`src/rtl/ppm_frame_scheduler.sv`:
```
// ppm_frame_scheduler
//   Builds one PPM pulse train from NUM_CH channel slot widths. Each frame is
//   a fixed MARK_TICKS-long mark per channel, then a space that stretches the
//   slot to its programmed width. A closing end mark follows, and the sync gap
//   pads the frame to FRAME_TICKS, never shorter than MIN_SYNC.
//   Widths land in shadow registers and are committed to the active set only
//   on the cycle that starts a frame, so a frame never sees a partial update.
// Ports:
//   ClkFast      in   system clock, all timing in ClkFast cycles
//   Reset        in   asynchronous active-high reset
//   Enable       in   run request (level); a running frame always completes
//   CfgWr        in   shadow width write strobe
//   CfgAddr      in   channel index to write (>= NUM_CH ignored)
//   CfgData      in   channel slot width (mark + space) in cycles
//   PPMSIG       out  PPM output
//   FrameStart   out  one-cycle pulse on the first mark cycle of a frame
//   ChIndex      out  active channel slot, 0 when idle
//   Busy         out  high whenever the scheduler is not idle
//   FrameOverrun out  one-cycle pulse when the sync gap is forced to MIN_SYNC
module ppm_frame_scheduler #(
    parameter int NUM_CH      = 4,
    parameter int CNT_W       = 16,
    parameter int MARK_TICKS  = 20,
    parameter int FRAME_TICKS = 1000,
    parameter int MIN_SYNC    = 100
) (
    input  logic             ClkFast,
    input  logic             Reset,
    input  logic             Enable,
    input  logic             CfgWr,
    input  logic [2:0]       CfgAddr,
    input  logic [CNT_W-1:0] CfgData,
    output logic             PPMSIG,
    output logic             FrameStart,
    output logic [2:0]       ChIndex,
    output logic             Busy,
    output logic             FrameOverrun
);

    localparam int CH_W = (NUM_CH > 1) ? $clog2(NUM_CH) : 1;
    localparam int FC_W = CNT_W + 4;

    localparam logic [CNT_W-1:0] MARK_L     = CNT_W'(MARK_TICKS);
    localparam logic [CNT_W-1:0] MARK_LAST  = CNT_W'(MARK_TICKS - 1);
    localparam logic [CNT_W-1:0] SLOT_MIN   = CNT_W'(MARK_TICKS + 1);
    localparam logic [CNT_W-1:0] SYNC_LAST  = CNT_W'(MIN_SYNC - 1);
    localparam logic [FC_W-1:0]  FRAME_LAST = FC_W'(FRAME_TICKS - 1);
    localparam logic [FC_W-1:0]  OVR_LIMIT  = FC_W'(FRAME_TICKS - MIN_SYNC);
    localparam logic [2:0]       LAST_CH    = 3'(NUM_CH - 1);

    typedef enum logic [2:0] {
        S_IDLE     = 3'd0,
        S_MARK     = 3'd1,
        S_SPACE    = 3'd2,
        S_END_MARK = 3'd3,
        S_SYNC     = 3'd4
    } state_t;

    state_t           r_state;
    logic [CNT_W-1:0] r_cnt;
    logic [FC_W-1:0]  r_frame_cnt;
    logic [CNT_W-1:0] r_shadow [NUM_CH];
    logic [CNT_W-1:0] r_active [NUM_CH];
    logic             r_ppm;
    logic             r_fs;
    logic [2:0]       r_ch;
    logic             r_busy;
    logic             r_ovr;

    state_t           w_state_nxt;
    logic             w_start;
    logic [CNT_W-1:0] w_width;
    logic [CNT_W-1:0] w_slot;
    logic [CNT_W-1:0] w_space_last;
    logic             w_mark_done;
    logic             w_space_done;
    logic             w_sync_done;
    logic             w_overrun;
    logic             w_ppm_nxt;
    logic             w_fs_nxt;
    logic [2:0]       w_ch_nxt;
    logic             w_busy_nxt;
    logic             w_ovr_nxt;

    // Slot is clamped so every space lasts at least one cycle.
    assign w_width      = r_active[r_ch[CH_W-1:0]];
    assign w_slot       = (w_width > MARK_L) ? w_width : SLOT_MIN;
    assign w_space_last = w_slot - MARK_L - CNT_W'(1'b1);
    assign w_mark_done  = (r_cnt == MARK_LAST);
    assign w_space_done = (r_cnt == w_space_last);
    // Sync ends once the frame has reached FRAME_TICKS and MIN_SYNC has elapsed,
    // which yields max(FRAME_TICKS - elapsed, MIN_SYNC) cycles.
    assign w_sync_done  = (r_frame_cnt >= FRAME_LAST) && (r_cnt >= SYNC_LAST);
    // Evaluated on the last end-mark cycle: elapsed at sync entry is r_frame_cnt + 1.
    assign w_overrun    = (r_frame_cnt >= OVR_LIMIT);

    // State register.
    always_ff @(posedge ClkFast or posedge Reset) begin
        if (Reset) begin
            r_state <= S_IDLE;
        end else begin
            r_state <= w_state_nxt;
        end
    end

    // Next-state decode and frame-start detection.
    always_comb begin
        w_state_nxt = r_state;
        w_start     = 1'b0;
        case (r_state)
            S_IDLE: begin
                if (Enable) begin
                    w_state_nxt = S_MARK;
                    w_start     = 1'b1;
                end else begin
                    w_state_nxt = S_IDLE;
                end
            end
            S_MARK: begin
                if (w_mark_done) begin
                    w_state_nxt = S_SPACE;
                end else begin
                    w_state_nxt = S_MARK;
                end
            end
            S_SPACE: begin
                if (w_space_done && (r_ch < LAST_CH)) begin
                    w_state_nxt = S_MARK;
                end else if (w_space_done) begin
                    w_state_nxt = S_END_MARK;
                end else begin
                    w_state_nxt = S_SPACE;
                end
            end
            S_END_MARK: begin
                if (w_mark_done) begin
                    w_state_nxt = S_SYNC;
                end else begin
                    w_state_nxt = S_END_MARK;
                end
            end
            S_SYNC: begin
                if (w_sync_done && Enable) begin
                    w_state_nxt = S_MARK;
                    w_start     = 1'b1;
                end else if (w_sync_done) begin
                    w_state_nxt = S_IDLE;
                end else begin
                    w_state_nxt = S_SYNC;
                end
            end
            default: begin
                w_state_nxt = S_IDLE;
            end
        endcase
    end

    // Output decode from the upcoming state so registered outputs align with it.
    always_comb begin
        w_ppm_nxt  = (w_state_nxt == S_MARK) || (w_state_nxt == S_END_MARK);
        w_fs_nxt   = w_start;
        w_busy_nxt = (w_state_nxt != S_IDLE);
        w_ovr_nxt  = (r_state == S_END_MARK) && (w_state_nxt == S_SYNC) && w_overrun;
        if (w_start || (w_state_nxt == S_IDLE)) begin
            w_ch_nxt = 3'd0;
        end else if ((r_state == S_SPACE) && (w_state_nxt == S_MARK)) begin
            w_ch_nxt = r_ch + 3'd1;
        end else begin
            w_ch_nxt = r_ch;
        end
    end

    // Registered outputs.
    always_ff @(posedge ClkFast or posedge Reset) begin
        if (Reset) begin
            r_ppm  <= 1'b0;
            r_fs   <= 1'b0;
            r_ch   <= 3'd0;
            r_busy <= 1'b0;
            r_ovr  <= 1'b0;
        end else begin
            r_ppm  <= w_ppm_nxt;
            r_fs   <= w_fs_nxt;
            r_ch   <= w_ch_nxt;
            r_busy <= w_busy_nxt;
            r_ovr  <= w_ovr_nxt;
        end
    end

    // Per-state cycle counter; saturates in sync since only MIN_SYNC matters there.
    always_ff @(posedge ClkFast or posedge Reset) begin
        if (Reset) begin
            r_cnt <= {CNT_W{1'b0}};
        end else if ((w_state_nxt != r_state) || (r_state == S_IDLE)) begin
            r_cnt <= {CNT_W{1'b0}};
        end else if ((r_state == S_SYNC) && (r_cnt >= SYNC_LAST)) begin
            r_cnt <= r_cnt;
        end else begin
            r_cnt <= r_cnt + CNT_W'(1'b1);
        end
    end

    // Cycles since frame start; saturating so a huge frame cannot wrap.
    always_ff @(posedge ClkFast or posedge Reset) begin
        if (Reset) begin
            r_frame_cnt <= {FC_W{1'b0}};
        end else if (w_start) begin
            r_frame_cnt <= {FC_W{1'b0}};
        end else if ((r_state != S_IDLE) && (r_frame_cnt != {FC_W{1'b1}})) begin
            r_frame_cnt <= r_frame_cnt + FC_W'(1'b1);
        end else begin
            r_frame_cnt <= r_frame_cnt;
        end
    end

    // Shadow width registers, writable in any state.
    always_ff @(posedge ClkFast or posedge Reset) begin
        if (Reset) begin
            for (int i = 0; i < NUM_CH; i++) begin
                r_shadow[i] <= {CNT_W{1'b0}};
            end
        end else if (CfgWr && (CfgAddr <= LAST_CH)) begin
            r_shadow[CfgAddr[CH_W-1:0]] <= CfgData;
        end else begin
            r_shadow <= r_shadow;
        end
    end

    // Active widths: atomic commit on frame start; a same-cycle write misses it.
    always_ff @(posedge ClkFast or posedge Reset) begin
        if (Reset) begin
            for (int i = 0; i < NUM_CH; i++) begin
                r_active[i] <= {CNT_W{1'b0}};
            end
        end else if (w_start) begin
            r_active <= r_shadow;
        end else begin
            r_active <= r_active;
        end
    end

    assign PPMSIG       = r_ppm;
    assign FrameStart   = r_fs;
    assign ChIndex      = r_ch;
    assign Busy         = r_busy;
    assign FrameOverrun = r_ovr;

endmodule

```
`config.mk`:
```
export PLATFORM = sky130hd
export DESIGN_NAME = ppm_frame_scheduler
export DESIGN_NICKNAME = d
export VERILOG_FILES = /design/src/rtl/ppm_frame_scheduler.sv
export SDC_FILE = /design/constraint.sdc
export NUM_CORES = 1
export LEC_CHECK = 0
export CORE_UTILIZATION = 63
export CTS_CLUSTER_DIAMETER = 30
export DETAILED_ROUTE_END_ITERATION = 16
export PLACE_DENSITY = 0.91
export SLEW_MARGIN = 20
export SYNTH_ARGS = -nofsm -noshare
export SYNTH_HDL_FRONTEND = slang
export SYNTH_SLANG_ARGS = --single-unit
```
`constraint.sdc`:
```
create_clock -name ClkFast -period 13.4 [get_ports ClkFast]
set_clock_uncertainty 0.2 [all_clocks]
set_input_delay 2.68 -clock ClkFast [delete_from_list [all_inputs] [get_ports ClkFast]]
set_output_delay 2.68 -clock ClkFast [all_outputs]
set_load 0.005 [all_outputs]
```
* After elaboration in Yosys (flattened, before gate mapping)
Index checks and enable logic that the tools add are counted.
Operators by class: reduce and logical (&&, ||, !) cells 19, $lt $le $gt $ge 9, multiplexer cells 24, eq/ne operators 12, bitwise gates (word level) 2, add/sub/neg operators 5
Operators by type and width (number):
- $mux 16 | 6
- $bwmux 64 | 1
- $ge 20x10->1 const B | 2
- $mux 20 | 2
- $bmux 16 s2 | 1
- $demux 16 s2 | 1
- $add 20x1->20 const B | 1
- $ne 20x20->1 const B | 1
- $add 16x1->16 const B | 1
- $eq 16x16->1 | 1
- $eq 16x5->1 const B | 1
- $ge 16x7->1 const B | 1
- $gt 16x5->1 const B | 1
- $sub 16x1->16 const B | 1
- $sub 16x5->16 const B | 1
- $mux 3 | 5
- $pmux 3 s5 | 1
- $logic_and 1x1->1 | 10
- $eq 3x2->1 const B | 3
- $eq 3x1->1 const B | 2
- $eq 3x3->1 const B | 2
- $ge 3x3->1 const B | 2
- $logic_not 3->1 | 2
- $not 2->3 | 2
- other kinds (12) | 20
Storage, ports and cells: register bits after elaboration 174, output and inout bits 7, bits of input ports 23, logic and storage cells 87

* Logic depth before layout (Yosys ltp)
word-level depth 16, gate-level depth with buffers 18, gate-level depth less buffers 15

* Worst setup path after synthesis
Ideal clock, no wire load.
path type reg2reg, from register r_ch[1], in the netlist ChIndex[1], to register r_cnt[0], cell stages (with the launch flop) 17, setup time 0.132 ns, clock period less this slack 5.115 ns, setup slack 8.285 ns, data arrival time 4.783 ns, path through dfrtp_1 buf_6 mux4_4 nor4_1 nand3_1 o21ai_0 ha_1 and2b_1 a221o_1 a21o_1 or4b_1 a211oi_1 a211oi_1 nor4_4 nor3b_4 buf_6 nor3_1
Between the ends: word-level cells in the longest chain between the ends 15
RTL lines:
- start: declaration | RTL line 66 | logic [2:0] r_ch;
- start signal: assignment | RTL line 184 | r_ch <= w_ch_nxt;
- $not 2->3 (not written as such) | RTL line 86 | assign w_width = r_active[r_ch[CH_W-1:0]];
- $bmux 16 s2 | RTL line 86
- $mux 16 (not written as such) (2 in a row) | RTL line 86
- $gt 16x5->1 | RTL line 87 | assign w_slot = (w_width > MARK_L) ? w_width : SLOT_MIN;
- $mux 16 | RTL line 87
- $sub 16x5->16 | RTL line 88 | assign w_space_last = w_slot - MARK_L - CNT_W'(1'b1);
- $sub 16x1->16 | RTL line 88
- $eq 16x16->1 | RTL line 90 | assign w_space_done = (r_cnt == w_space_last);
- $mux 1 / $logic_and 1x1->1 (equally long branches) | RTL line 129, 127
- $mux 2 (*) | RTL line 127 | if (w_space_done && (r_ch < LAST_CH)) begin
- $pmux 3 s5 (*) | RTL line 110 | case (r_state)
- $ne 3x3->1 (*) | RTL line 194 | end else if ((w_state_nxt != r_state) || (r_state == S_IDLE)) begin
- $logic_or 1x1->1 (*) | RTL line 194
- $ne 2x2->1 (no line) / $mux 16 (equally long branches)
- end signal: assignment | RTL line 193 | r_cnt <= {CNT_W{1'b0}};
- end signal: assignment | RTL line 195 | r_cnt <= {CNT_W{1'b0}};
- end signal: assignment | RTL line 197 | r_cnt <= r_cnt;
- end: declaration | RTL line 60 | logic [CNT_W-1:0] r_cnt;
Every way passes the cells marked *; elsewhere a longest branch is shown, timed or not. The select of a mux whose other input is x is not followed. A chain may end at the register's enable or synchronous reset.

* Final worst setup path
from register r_ch[0], in the netlist ChIndex[0], to register r_cnt[12]
Same word-level chain as after synthesis.

==> impl_metrics.env <==
export IMPL_run_status="complete, no violations"
export IMPL_path_class="reg2reg"
export IMPL_clk_insertion_delay_late_ns=0.43
export IMPL_grt_total_usage=0.275
export IMPL_p_sw_frac=0.231
export IMPL_drive_gt1_frac=0.268
export IMPL_cts_resized=0
export IMPL_p_sw_uw=255
export IMPL_start_util=0.652
export IMPL_min_period_ns=6.24
export IMPL_fmaxAchievable_mhz=160
export IMPL_synth_area_leaders="dfrtp_1 (52%), mux2_2 (18%), mux4_1 (2.8%)"
export IMPL_ys_types=64
export IMPL_setup_tns_ns=0
export IMPL_row_count=41
export IMPL_drcViolationCount=0
export IMPL_htree_num_levels=4
export IMPL_first_iter_violations=380
export IMPL_synth_common_cells="dfrtp_1 (174), mux2_2 (131), nor2_1 (38), nand2_1 (26), nor3_1 (24)"
export IMPL_comb_power_share=0.061
export IMPL_cts_hold_fix_buffers=0
export IMPL_holdWs_ns=0.300
export IMPL_ys_flop_type="dfrtp_1"
export IMPL_slew_violations=0
export IMPL_coreArea_um2=12800
export IMPL_synth_edf_count=0
export IMPL_grt_pass1_vias=5385
export IMPL_cts_root_buf="clkbuf_16"
export IMPL_hold_depth=1
export IMPL_syn_avg_cell_area_um2=12.7
export IMPL_power_density_nw_per_um2=119
export IMPL_worst_ep_arrival_time_ns=6.29
export IMPL_rsz0062_at_grt="false"
export IMPL_r2r_end="r_cnt[12]"
export IMPL_totalWireLength_um=17300
export IMPL_r2r_slack_ns=7.16
export IMPL_synthToLayoutAreaGrowth_pct=12.0
export IMPL_synth_most_common_cell="dfrtp_1"
export IMPL_yosysWarnings=0
export IMPL_fp_dieW_um=117
export IMPL_yosysTopAreaCellShare=0.523
export IMPL_cts_tree="built"
export IMPL_routed_via_density=6.27
export IMPL_p_clk_frac=0.405
export IMPL_synth_net_count=683
export IMPL_boundaryPins=30
export IMPL_antennaDiodeCount=0
export IMPL_grt_start_max_net_pins=106
export IMPL_hpwl_um=11300
export IMPL_clock_path_buffers=2
export IMPL_ys_seq_area_frac=0.523
export IMPL_path_max_fanout=23
export IMPL_antenna_left=0
export IMPL_path_clk_slew_ns=0.07
export IMPL_worst_pin_slew_ns=1.04
export IMPL_pwr_share_seq=0.535
export IMPL_cp_data_required_time_ns=13.45
export IMPL_vias=5434
export IMPL_r2r_start="ChIndex[0]"
export IMPL_die_area_um2=13700
export IMPL_min_delay_start="r_shadow[4]"
export IMPL_gp_congestion=0.867
export IMPL_worst_setup_path_end_kind="register"
export IMPL_p_int_uw=850
export IMPL_gr_total_overflow=0
export IMPL_startpoint_type="register"
export IMPL_worstHoldPathType="reg2reg"
export IMPL_min_to="r_shadow[4]"
export IMPL_fin_nets=710
export IMPL_async_flop_share=1.00
export IMPL_yosys_area_top_type="dfrtp_1"
export IMPL_ys_ff_latch=174
export IMPL_dr_pass1_iters=5
export IMPL_die_y_um=117
export IMPL_r2r_cells=14
export IMPL_post_cts_buffers=0
export IMPL_numCtsBuffers=17
export IMPL_avgRoutedWirePerCell_um=19.9
export IMPL_fin_crit_sh=0.465
export IMPL_grt_pass1_wl_um=27900
export IMPL_cap_violations=0
export IMPL_leakagePower_uw=0.00424
export IMPL_n_fill_cell=789
export IMPL_synth_cells=655
export IMPL_portBuffers=29
export IMPL_hold_viol=0
export IMPL_ir_worst_vdd_mv=0.119
export IMPL_slew_headroom=0.304
export IMPL_setup_violations=0
export IMPL_syn_area_um2=8320
export IMPL_cts_sinks=174
export IMPL_antenna_found_initial=0
[cell usage in the layout (no fill, tap or decap), drive strengths merged, types with 14 or more instances in the layout]
master / Yosys / layout
a21oi: 14 / 14
clkbuf: 18 / 20
clkdlybuf4s50: 0 / 29
dfrtp: 174 / 174
mux2: 131 / 131
mux4: 16 / 16
nand2: 26 / 26
nand3: 16 / 16
nor2: 38 / 38
nor3: 25 / 25
o21ai: 15 / 15
xnor2: 20 / 20
xor2: 23 / 23
[flip-flops by register name, indices dropped and copies added, names as in the netlist]
name,cells
r_cnt,16
FrameStart,1
r_shadow,64
PPMSIG,1
FrameOverrun,1
ChIndex,3
r_active,64
r_frame_cnt,20
r_state,3
Busy,1
[per-layer routing]
layer | vias to the layer above | global-route usage | wire length [µm]
li1 | 2454 | - | -
met1 | 2789 | 0.355 | 7330
met2 | 169 | 0.462 | 8830
met3 | 22 | 0.0608 | 846
met4 | 0 | 0.101 | 248
met5 | - | 0 | 0
[through the flow]
step / total power [µW] / utilization / worst slack, ns / instances / cell area (µm²)
final: 1110 / 0.730 / 7.16 / 866 / 9320
after global routing: 1140 / 0.730 / 6.80 / 866 / 9320
after CTS: 1110 / 0.727 / 7.16 / 864 / 9280
after detailed placement: 667 / 0.685 / 7.16 / 833 / 8750
after global placement: 657 / 0.685 / 7.35 / 833 / 8750
after floorplan: 638 / - / 5.80 / 655 / 8320
[worst max path at each step]
stage                           end       start
after floorplan                Busy       Reset
after global placement    r_cnt[12]  ChIndex[0]
after detailed placement   r_cnt[6]  ChIndex[0]
after CTS                  r_cnt[5]  ChIndex[0]
after global routing       r_cnt[9]  ChIndex[0]
final                     r_cnt[12]  ChIndex[0]
[layout make-up]
type                       count  area (µm²)  share of cell area
sequential                   174        4350               0.467
multi-input combinational    444        3810               0.409
clock buffer                  20         447              0.0479
timing repair buffer          36         367              0.0393
tap                          172         215              0.0231
clock inverter                11        85.1             0.00913
inverter                       9        38.8             0.00416
[power by group through the flow]
stage / logic, µW / registers [µW] / clock network [µW]
2_1_floorplan: 48.3 / 590 / 0
3_3_place_gp: 62.9 / 595 / 0
3_5_place_dp: 67.8 / 600 / 0
4_1_cts: 68.6 / 591 / 455
5_1_grt: 74.1 / 595 / 473
6_report: 67.2 / 591 / 447
[worst max-delay path, stage by stage, from the launching register on]
cell	delay, ns
dfrtp_1	0.98
mux4_1	0.73
nor4_1	0.54
nand3_1	0.23
o21ai_0	0.24
ha_1	0.30
and2b_1	0.21
a221o_1	0.42
a21o_1	0.22
or4b_1	0.46
a211oi_1	0.25
a211oi_1	0.12
nor4_4	0.35
nor3b_4	0.63
nor3_1	0.15
[cells by family (layout without fill, tap and decap cells)]
| group | after synthesis | after routing | synth area share |
|---|---|---|---|
| XOR/XNOR | 43 | 43 | 0.0452 |
| AND/OR/NAND/NOR | 188 | 188 | 0.126 |
| adder cells (fa/ha/maj) | 5 | 5 | 0.00752 |
| buffers and inverters | 37 | 76 | 0.0236 |
| flip-flops | 174 | 174 | 0.523 |
| AO/OA/AOI/OAI | 57 | 57 | 0.0449 |
| multiplexers | 151 | 151 | 0.230 |
No activity file was read; power rests on OpenSTA's default activity.
